[config.mk]
export PLATFORM = sky130hd
export DESIGN_NAME = ebi_frame_engine
export DESIGN_NICKNAME = d
export VERILOG_FILES = /design/src/rtl/ebi_frame_engine.sv
export SDC_FILE = /design/constraint.sdc
export NUM_CORES = 2
export LEC_CHECK = 0
export ABC_AREA = 1
export BUFFER_PORTS_ARGS = -buffer_cell sky130_fd_sc_hd__buf_2
export CORE_AREA = 2 2 427 429
export CTS_CLUSTER_SIZE = 30
export DETAILED_ROUTE_END_ITERATION = 10
export DIE_AREA = 0 0 429 431
export PLACE_DENSITY = 0.42
export SKIP_LAST_GASP = 1
export SYNTH_ARGS = -nofsm -noshare
export SYNTH_HDL_FRONTEND = slang
export SYNTH_SLANG_ARGS = --single-unit
[constraint.sdc]
create_clock -name clk -period 8.6 [get_ports clk]
set_input_delay 0.86 -clock clk [delete_from_list [all_inputs] [get_ports clk]]
set_output_delay 0.86 -clock clk [all_outputs]
set_load 0.01 [all_outputs]
[src/rtl/ebi_frame_engine.sv]
// Half-duplex external bus frame engine: transmits and receives start/header/payload frames on a shared pad bus.
// Optional trailing XOR parity beat is enabled with `define EBI_PARITY_EN.
module ebi_frame_engine #(
  parameter int EBI_WIDTH = 16,
  parameter int MAX_BEATS = 32,
  parameter int OPCODE_WIDTH = 4,
  parameter logic [EBI_WIDTH-1:0] START_PATTERN = {EBI_WIDTH{1'b1}},
  localparam int LEN_WIDTH = $clog2(MAX_BEATS + 1)
) (
  input  logic                           clk,
  input  logic                           rstn,
  input  logic                           tx_valid_i,
  output logic                           tx_ready_o,
  input  logic [OPCODE_WIDTH-1:0]        tx_opcode_i,
  input  logic [LEN_WIDTH-1:0]           tx_len_i,
  input  logic [MAX_BEATS*EBI_WIDTH-1:0] tx_data_i,
  input  logic                           rx_en_i,
  output logic                           rx_valid_o,
  input  logic                           rx_ready_i,
  output logic [OPCODE_WIDTH-1:0]        rx_opcode_o,
  output logic [LEN_WIDTH-1:0]           rx_len_o,
  output logic [MAX_BEATS*EBI_WIDTH-1:0] rx_data_o,
  output logic                           rx_err_o,
  output logic                           rx_ovf_o,
  output logic                           busy_o,
  input  logic [EBI_WIDTH-1:0]           ebi_i,
  output logic [EBI_WIDTH-1:0]           ebi_o,
  output logic [EBI_WIDTH-1:0]           ebi_oen
);

`ifdef EBI_PARITY_EN
  localparam bit PAR_EN = 1'b1;
`else
  localparam bit PAR_EN = 1'b0;
`endif

  localparam logic [LEN_WIDTH-1:0] MAX_LEN = LEN_WIDTH'(MAX_BEATS);

  typedef enum logic [3:0] {
    IDLE, TX_START, TX_HDR, TX_DATA, TX_PAR, RX_HDR, RX_DATA, RX_PAR, RX_HOLD
  } state_t;

  state_t                         state_q, state_d;
  logic [LEN_WIDTH-1:0]           cnt_q, cnt_d;
  logic [LEN_WIDTH-1:0]           len_q, len_d;
  logic [EBI_WIDTH-1:0]           par_q, par_d;
  logic [OPCODE_WIDTH-1:0]        txOpc_q, txOpc_d;
  logic [MAX_BEATS*EBI_WIDTH-1:0] txBuf_q, txBuf_d;
  logic [EBI_WIDTH-1:0]           ebi_q, ebi_d;
  logic [EBI_WIDTH-1:0]           oen_q, oen_d;
  logic [OPCODE_WIDTH-1:0]        rxOpc_q, rxOpc_d;
  logic [LEN_WIDTH-1:0]           rxLen_q, rxLen_d;
  logic [MAX_BEATS*EBI_WIDTH-1:0] rxData_q, rxData_d;
  logic                           err_q, err_d;
  logic                           ovf_q, ovf_d;

  logic [EBI_WIDTH-1:0]           txHdr;
  logic [EBI_WIDTH-1:0]           txBeat;
  logic [LEN_WIDTH-1:0]           txLenClamp;
  logic [LEN_WIDTH-1:0]           rxLenRaw;
  logic                           startSeen;

  assign txLenClamp = (tx_len_i > MAX_LEN) ? MAX_LEN : tx_len_i;
  assign rxLenRaw   = ebi_i[OPCODE_WIDTH +: LEN_WIDTH];
  assign startSeen  = rx_en_i && (ebi_i == START_PATTERN);
  assign txBeat     = txBuf_q[int'(cnt_q)*EBI_WIDTH +: EBI_WIDTH];

  always_comb begin
    txHdr = '0;
    txHdr[OPCODE_WIDTH-1:0] = txOpc_q;
    txHdr[OPCODE_WIDTH +: LEN_WIDTH] = len_q;
  end

  // Pad outputs are computed for the upcoming state so they register alongside it.
  always_comb begin
    state_d  = state_q;
    cnt_d    = cnt_q;
    len_d    = len_q;
    par_d    = par_q;
    txOpc_d  = txOpc_q;
    txBuf_d  = txBuf_q;
    ebi_d    = '0;
    oen_d    = '1;
    rxOpc_d  = rxOpc_q;
    rxLen_d  = rxLen_q;
    rxData_d = rxData_q;
    err_d    = err_q;
    ovf_d    = 1'b0;
    case (state_q)
      IDLE: begin
        if (tx_valid_i) begin
          state_d = TX_START;
          txOpc_d = tx_opcode_i;
          len_d   = txLenClamp;
          txBuf_d = tx_data_i;
          ebi_d   = START_PATTERN;
          oen_d   = '0;
        end else if (startSeen) begin
          state_d = RX_HDR;
        end
      end
      TX_START: begin
        state_d = TX_HDR;
        ebi_d   = txHdr;
        oen_d   = '0;
        par_d   = txHdr;
        cnt_d   = '0;
      end
      TX_HDR, TX_DATA: begin
        if (cnt_q == len_q) begin
          state_d = PAR_EN ? TX_PAR : IDLE;
          if (PAR_EN) begin
            ebi_d = par_q;
            oen_d = '0;
          end
        end else begin
          state_d = TX_DATA;
          ebi_d   = txBeat;
          oen_d   = '0;
          par_d   = par_q ^ txBeat;
          cnt_d   = cnt_q + 1'b1;
        end
      end
      TX_PAR: state_d = IDLE;
      RX_HDR: begin
        rxOpc_d  = ebi_i[OPCODE_WIDTH-1:0];
        len_d    = rxLenRaw;
        rxLen_d  = (rxLenRaw > MAX_LEN) ? MAX_LEN : rxLenRaw;
        err_d    = rxLenRaw > MAX_LEN;
        rxData_d = '0;
        par_d    = ebi_i;
        cnt_d    = '0;
        if (rxLenRaw == '0) state_d = PAR_EN ? RX_PAR : RX_HOLD;
        else state_d = RX_DATA;
      end
      RX_DATA: begin
        // Beats past MAX_BEATS are consumed for framing and parity but not stored.
        if (cnt_q < MAX_LEN) rxData_d[int'(cnt_q)*EBI_WIDTH +: EBI_WIDTH] = ebi_i;
        par_d = par_q ^ ebi_i;
        cnt_d = cnt_q + 1'b1;
        if ((cnt_q + 1'b1) == len_q) state_d = PAR_EN ? RX_PAR : RX_HOLD;
      end
      RX_PAR: begin
        if (ebi_i != par_q) err_d = 1'b1;
        state_d = RX_HOLD;
      end
      RX_HOLD: begin
        if (rx_ready_i) state_d = IDLE;
        if (startSeen) ovf_d = 1'b1;
      end
      default: state_d = IDLE;
    endcase
  end

  always_ff @(posedge clk) begin
    if (!rstn) begin
      state_q  <= IDLE;
      cnt_q    <= '0;
      len_q    <= '0;
      par_q    <= '0;
      txOpc_q  <= '0;
      txBuf_q  <= '0;
      ebi_q    <= '0;
      oen_q    <= '1;
      rxOpc_q  <= '0;
      rxLen_q  <= '0;
      rxData_q <= '0;
      err_q    <= 1'b0;
      ovf_q    <= 1'b0;
    end else begin
      state_q  <= state_d;
      cnt_q    <= cnt_d;
      len_q    <= len_d;
      par_q    <= par_d;
      txOpc_q  <= txOpc_d;
      txBuf_q  <= txBuf_d;
      ebi_q    <= ebi_d;
      oen_q    <= oen_d;
      rxOpc_q  <= rxOpc_d;
      rxLen_q  <= rxLen_d;
      rxData_q <= rxData_d;
      err_q    <= err_d;
      ovf_q    <= ovf_d;
    end
  end

  assign tx_ready_o  = (state_q == IDLE);
  assign busy_o      = (state_q != IDLE);
  assign rx_valid_o  = (state_q == RX_HOLD);
  assign rx_opcode_o = rxOpc_q;
  assign rx_len_o    = rxLen_q;
  assign rx_data_o   = rxData_q;
  assign rx_err_o    = err_q;
  assign rx_ovf_o    = ovf_q;
  assign ebi_o       = ebi_q;
  assign ebi_oen     = oen_q;

endmodule

==> impl_metrics.csv <==
group,metric,value,unit
floorplanning,die_y,431,um
floorplanning,core,0.180,mm2
worst_hold_path,min_path_type,"primary input to flip-flop",
synth,yosys_warnings,0,
cts,ctsHoldBuffers,0,
cts,cts_resized,0,
place,dp_hpwl,185000,um
run_status,status,"finished, final reports clean",
synth,netlist_top_cells_area,"dfxtp_1 (46%), nand2_1 (12%), a21oi_1 (11%)",
cts,clockBufferDepth,3,
worst_setup_path,cp_data_arrival_time,6.00,ns
cts,cts_root_buffer,"clkbuf_16",
sta,rsz0062_at_grt,"false",
drt,routedWlPerCell,25.3,um
grt,grt_pass1_vias,47344,
synth,async_flop_share,0,%
drt,dr.pass1.iters,7,
synth,syn_nets,7289,
grt,overflow,0,
pwr,power.leakage,23.8,nW
grt,grt_use_met3,5.72,%
synth,synth_cell_types,44,
final_layout,fin_nets,8037,
grt,top_usage_layer,"met2",
cts,clk_latency,0.82,ns
floorplanning,fp-row-count,156,
floorplanning,fp.dieArea,0.185,mm2
drt,vias,50037,
worst_setup_path,r2r_cells,11,
worst_setup_path,crit_required,9.30,ns
sta,min_period,5.30,ns
sta,final_hold_viol_count,0,
synth,yosys_register_bits,1089,
place,gp_congestion,0.916,
drt,drtAntennaViolNets,0,
sta,tns,0,ns
grt,grt_util_all_layers,26.2,%
sta,tightest_slew,1.20,ns
cts,cts_tree,"yes",
worst_setup_path,r2r_start,"cnt_q[0]",
synth,syn_avg_cell_area,7.02,um2
synth,synth_top_area_share,46.0,%
synth,syn_area,0.0474,mm2
synth,synthCells,6743,
worst_setup_path,worstSetupStartpointType,"flip-flop",
worst_setup_path,r2r_setup_slack,3.30,ns
worst_hold_path,hold_depth,3,
synth,synthFlopType,"dfxtp_1",
drt,vias_per_cell,5.00,
place,portBuffers,1101,
drt,drc_errors,0,
worst_setup_path,crit_type,"flip-flop to flip-flop",
final_layout,drive_gt1_share,19.2,%
floorplanning,die_w,429,um
sta,max_freq,189,MHz
cts,clk_pin_slew,0.06,ns
drt,drt-initial-drc-count,4540,
final_layout,final_common_cell,"nand2_1",
pwr,power_density,322,mW/mm2
final_layout,area_growth,24.1,%
cts,post-cts-setup-buffer-count,0,
pwr,power.total,18.9,mW
grt,antenna_found_initial,103,
sta,maxSlewHeadroom,20.3,%
worst_setup_path,regToRegEndpoint,"rx_data_o[129]",
sta,fin_crit_sh,61.6,%
cts,clock_sinks,1089,
worst_setup_path,endpoint_kind,"flip-flop",
worst_hold_path,hold_path_end,"txBuf_q[85]",
synth,synth-edff-count,0,
drt,wirelength,254000,um
final_layout,layout_common_cells,"nand2_1 (1,528), buf_2 (1,100), dfxtp_1 (1,085)",
cts,cts_buffers,139,
worst_setup_path,worstPathMaxFanout,85,
worst_hold_path,min-delay-start,"tx_data_i[85]",
grt,gr-usage-met1,31.7,%
pwr,vdd_ir_drop_max,235,uV
synth,yosys.area.top_type,"dfxtp_1",
floorplanning,pin_count,1102,
synth,synth-seq-area-share,46.0,%
sta,fin_worst_skew,0.0336,ns
sta,finalMaxSlewViolations,0,
grt,met2_usage,43.7,%
flow_run,maxCapViolCount,0,
cts,htree_levels,4,
floorplanning,start_util,26.3,%
grt,grt_start_max_net_pins,278,
sta,finalSetupViolCount,0,
grt,grt_pass1_wl,353000,um
-- per-stage QoR --
step	instance area (um2)	hold slack [ns]	utilization, %	cells	setup WS (ns)
after detailed placement	54000	0.443	30.0	9720	3.36
after floorplan	47400	0.429	-	6743	5.67
final	58800	0.314	32.6	10013	3.30
after global placement	54000	0.439	30.0	9720	3.35
after global routing	58700	0.295	32.6	10002	2.71
after CTS	58600	0.241	32.5	9964	3.32
-- Yosys cell counts (3+ instances only) --
cell      instances
o22ai_1           3
dfxtp_1        1089
nor2_1          363
buf_1            56
a21oi_1        1084
nor4_1           36
o21a_1           10
nand2_1        1531
nand2_2           7
nand3_1         785
xnor2_1           4
o21ai_0         493
clkbuf_1        344
buf_2           114
inv_1           535
inv_2            24
a31oi_1           6
buf_6             5
nor2_2           18
o21ai_1          29
o21ai_4           5
o211ai_1         65
o21ai_2           8
xor2_1           16
nor3_1           11
buf_4            26
ha_1              3
nand4_1          34
nor2_4           16
a211oi_1          3
a221oi_1          4
-- where the power goes --
group	internal [mW]	total, mW	switching [mW]
clock network	3.44	5.97	2.52
logic	1.62	6.59	4.97
registers	5.97	6.37	0.400
-- routing by layer --
| metal | up-vias | routed length, um |
|---|---|---|
| li1 | 23689 | - |
| met1 | 24122 | 103000 |
| met2 | 1739 | 121000 |
| met3 | 473 | 16800 |
| met4 | 14 | 13500 |
| met5 | - | 71 |
-- kinds of logic (layout without fill, tap and decap cells) --
logic type / Yosys count / in the layout / synth area share, %
AO/OA/AOI/OAI: 1712 / 1712 / 18.8
buffers and inverters: 1106 / 1957 / 9.36
adder cells (fa/ha/maj): 3 / 3 / 0.0793
other: 0 / 49 / 0
multiplexers: 1 / 1 / 0.0211
XOR/XNOR: 21 / 21 / 0.404
flip-flops: 1089 / 1089 / 46.0
AND/OR/NAND/NOR: 2811 / 2811 / 25.3
-- critical path, cell delays in order (launching register included) --
cell	delay, ns
dfxtp_4	0.96
inv_8	0.36
ha_1	0.78
nor2_2	0.20
buf_4	0.31
nand4_2	0.74
nor2_1	0.44
nand2_1	0.08
nand2_1	0.55
nand2_2	0.39
o21ai_0	0.27
nor2_1	0.06
-- state kept, by name, summed over array words and instances (netlist names) --
register	flops
rx_data_o	512
txBuf_q	512
ebi_o	16
par_q	16
cnt_q	6
len_q	6
rx_len_o	6
rx_opcode_o	4
state_q	4
txOpc_q	4
ebi_oen	1
rx_err_o	1
rx_ovf_o	1
-- area by class of cell --
class	count	area (um2)
Antenna cell	49	123
Clock buffer	208	4060
Clock inverter	36	534
Fill cell	19810	121000
Inverter	560	2120
Multi-Input combinational cell	4548	21200
Sequential cell	1089	21800
Tap cell	2370	2970
Timing Repair Buffer	1153	5960
-- how the worst max path moves through the flow --
stage | start | to | slack, ns | cells past startpoint
4_1_cts | cnt_q[0] | rx_data_o[129] | 3.32 | 11
5_1_grt | cnt_q[0] | rx_data_o[129] | 2.71 | 11
2_1_floorplan | cnt_q[1] | rx_data_o[2] | 5.67 | 15
6_report | cnt_q[0] | rx_data_o[129] | 3.30 | 11
3_5_place_dp | cnt_q[0] | rx_data_o[129] | 3.36 | 12
3_3_place_gp | cnt_q[0] | rx_data_o[132] | 3.35 | 11
Note: power is estimated with default switching activity, not from simulation.
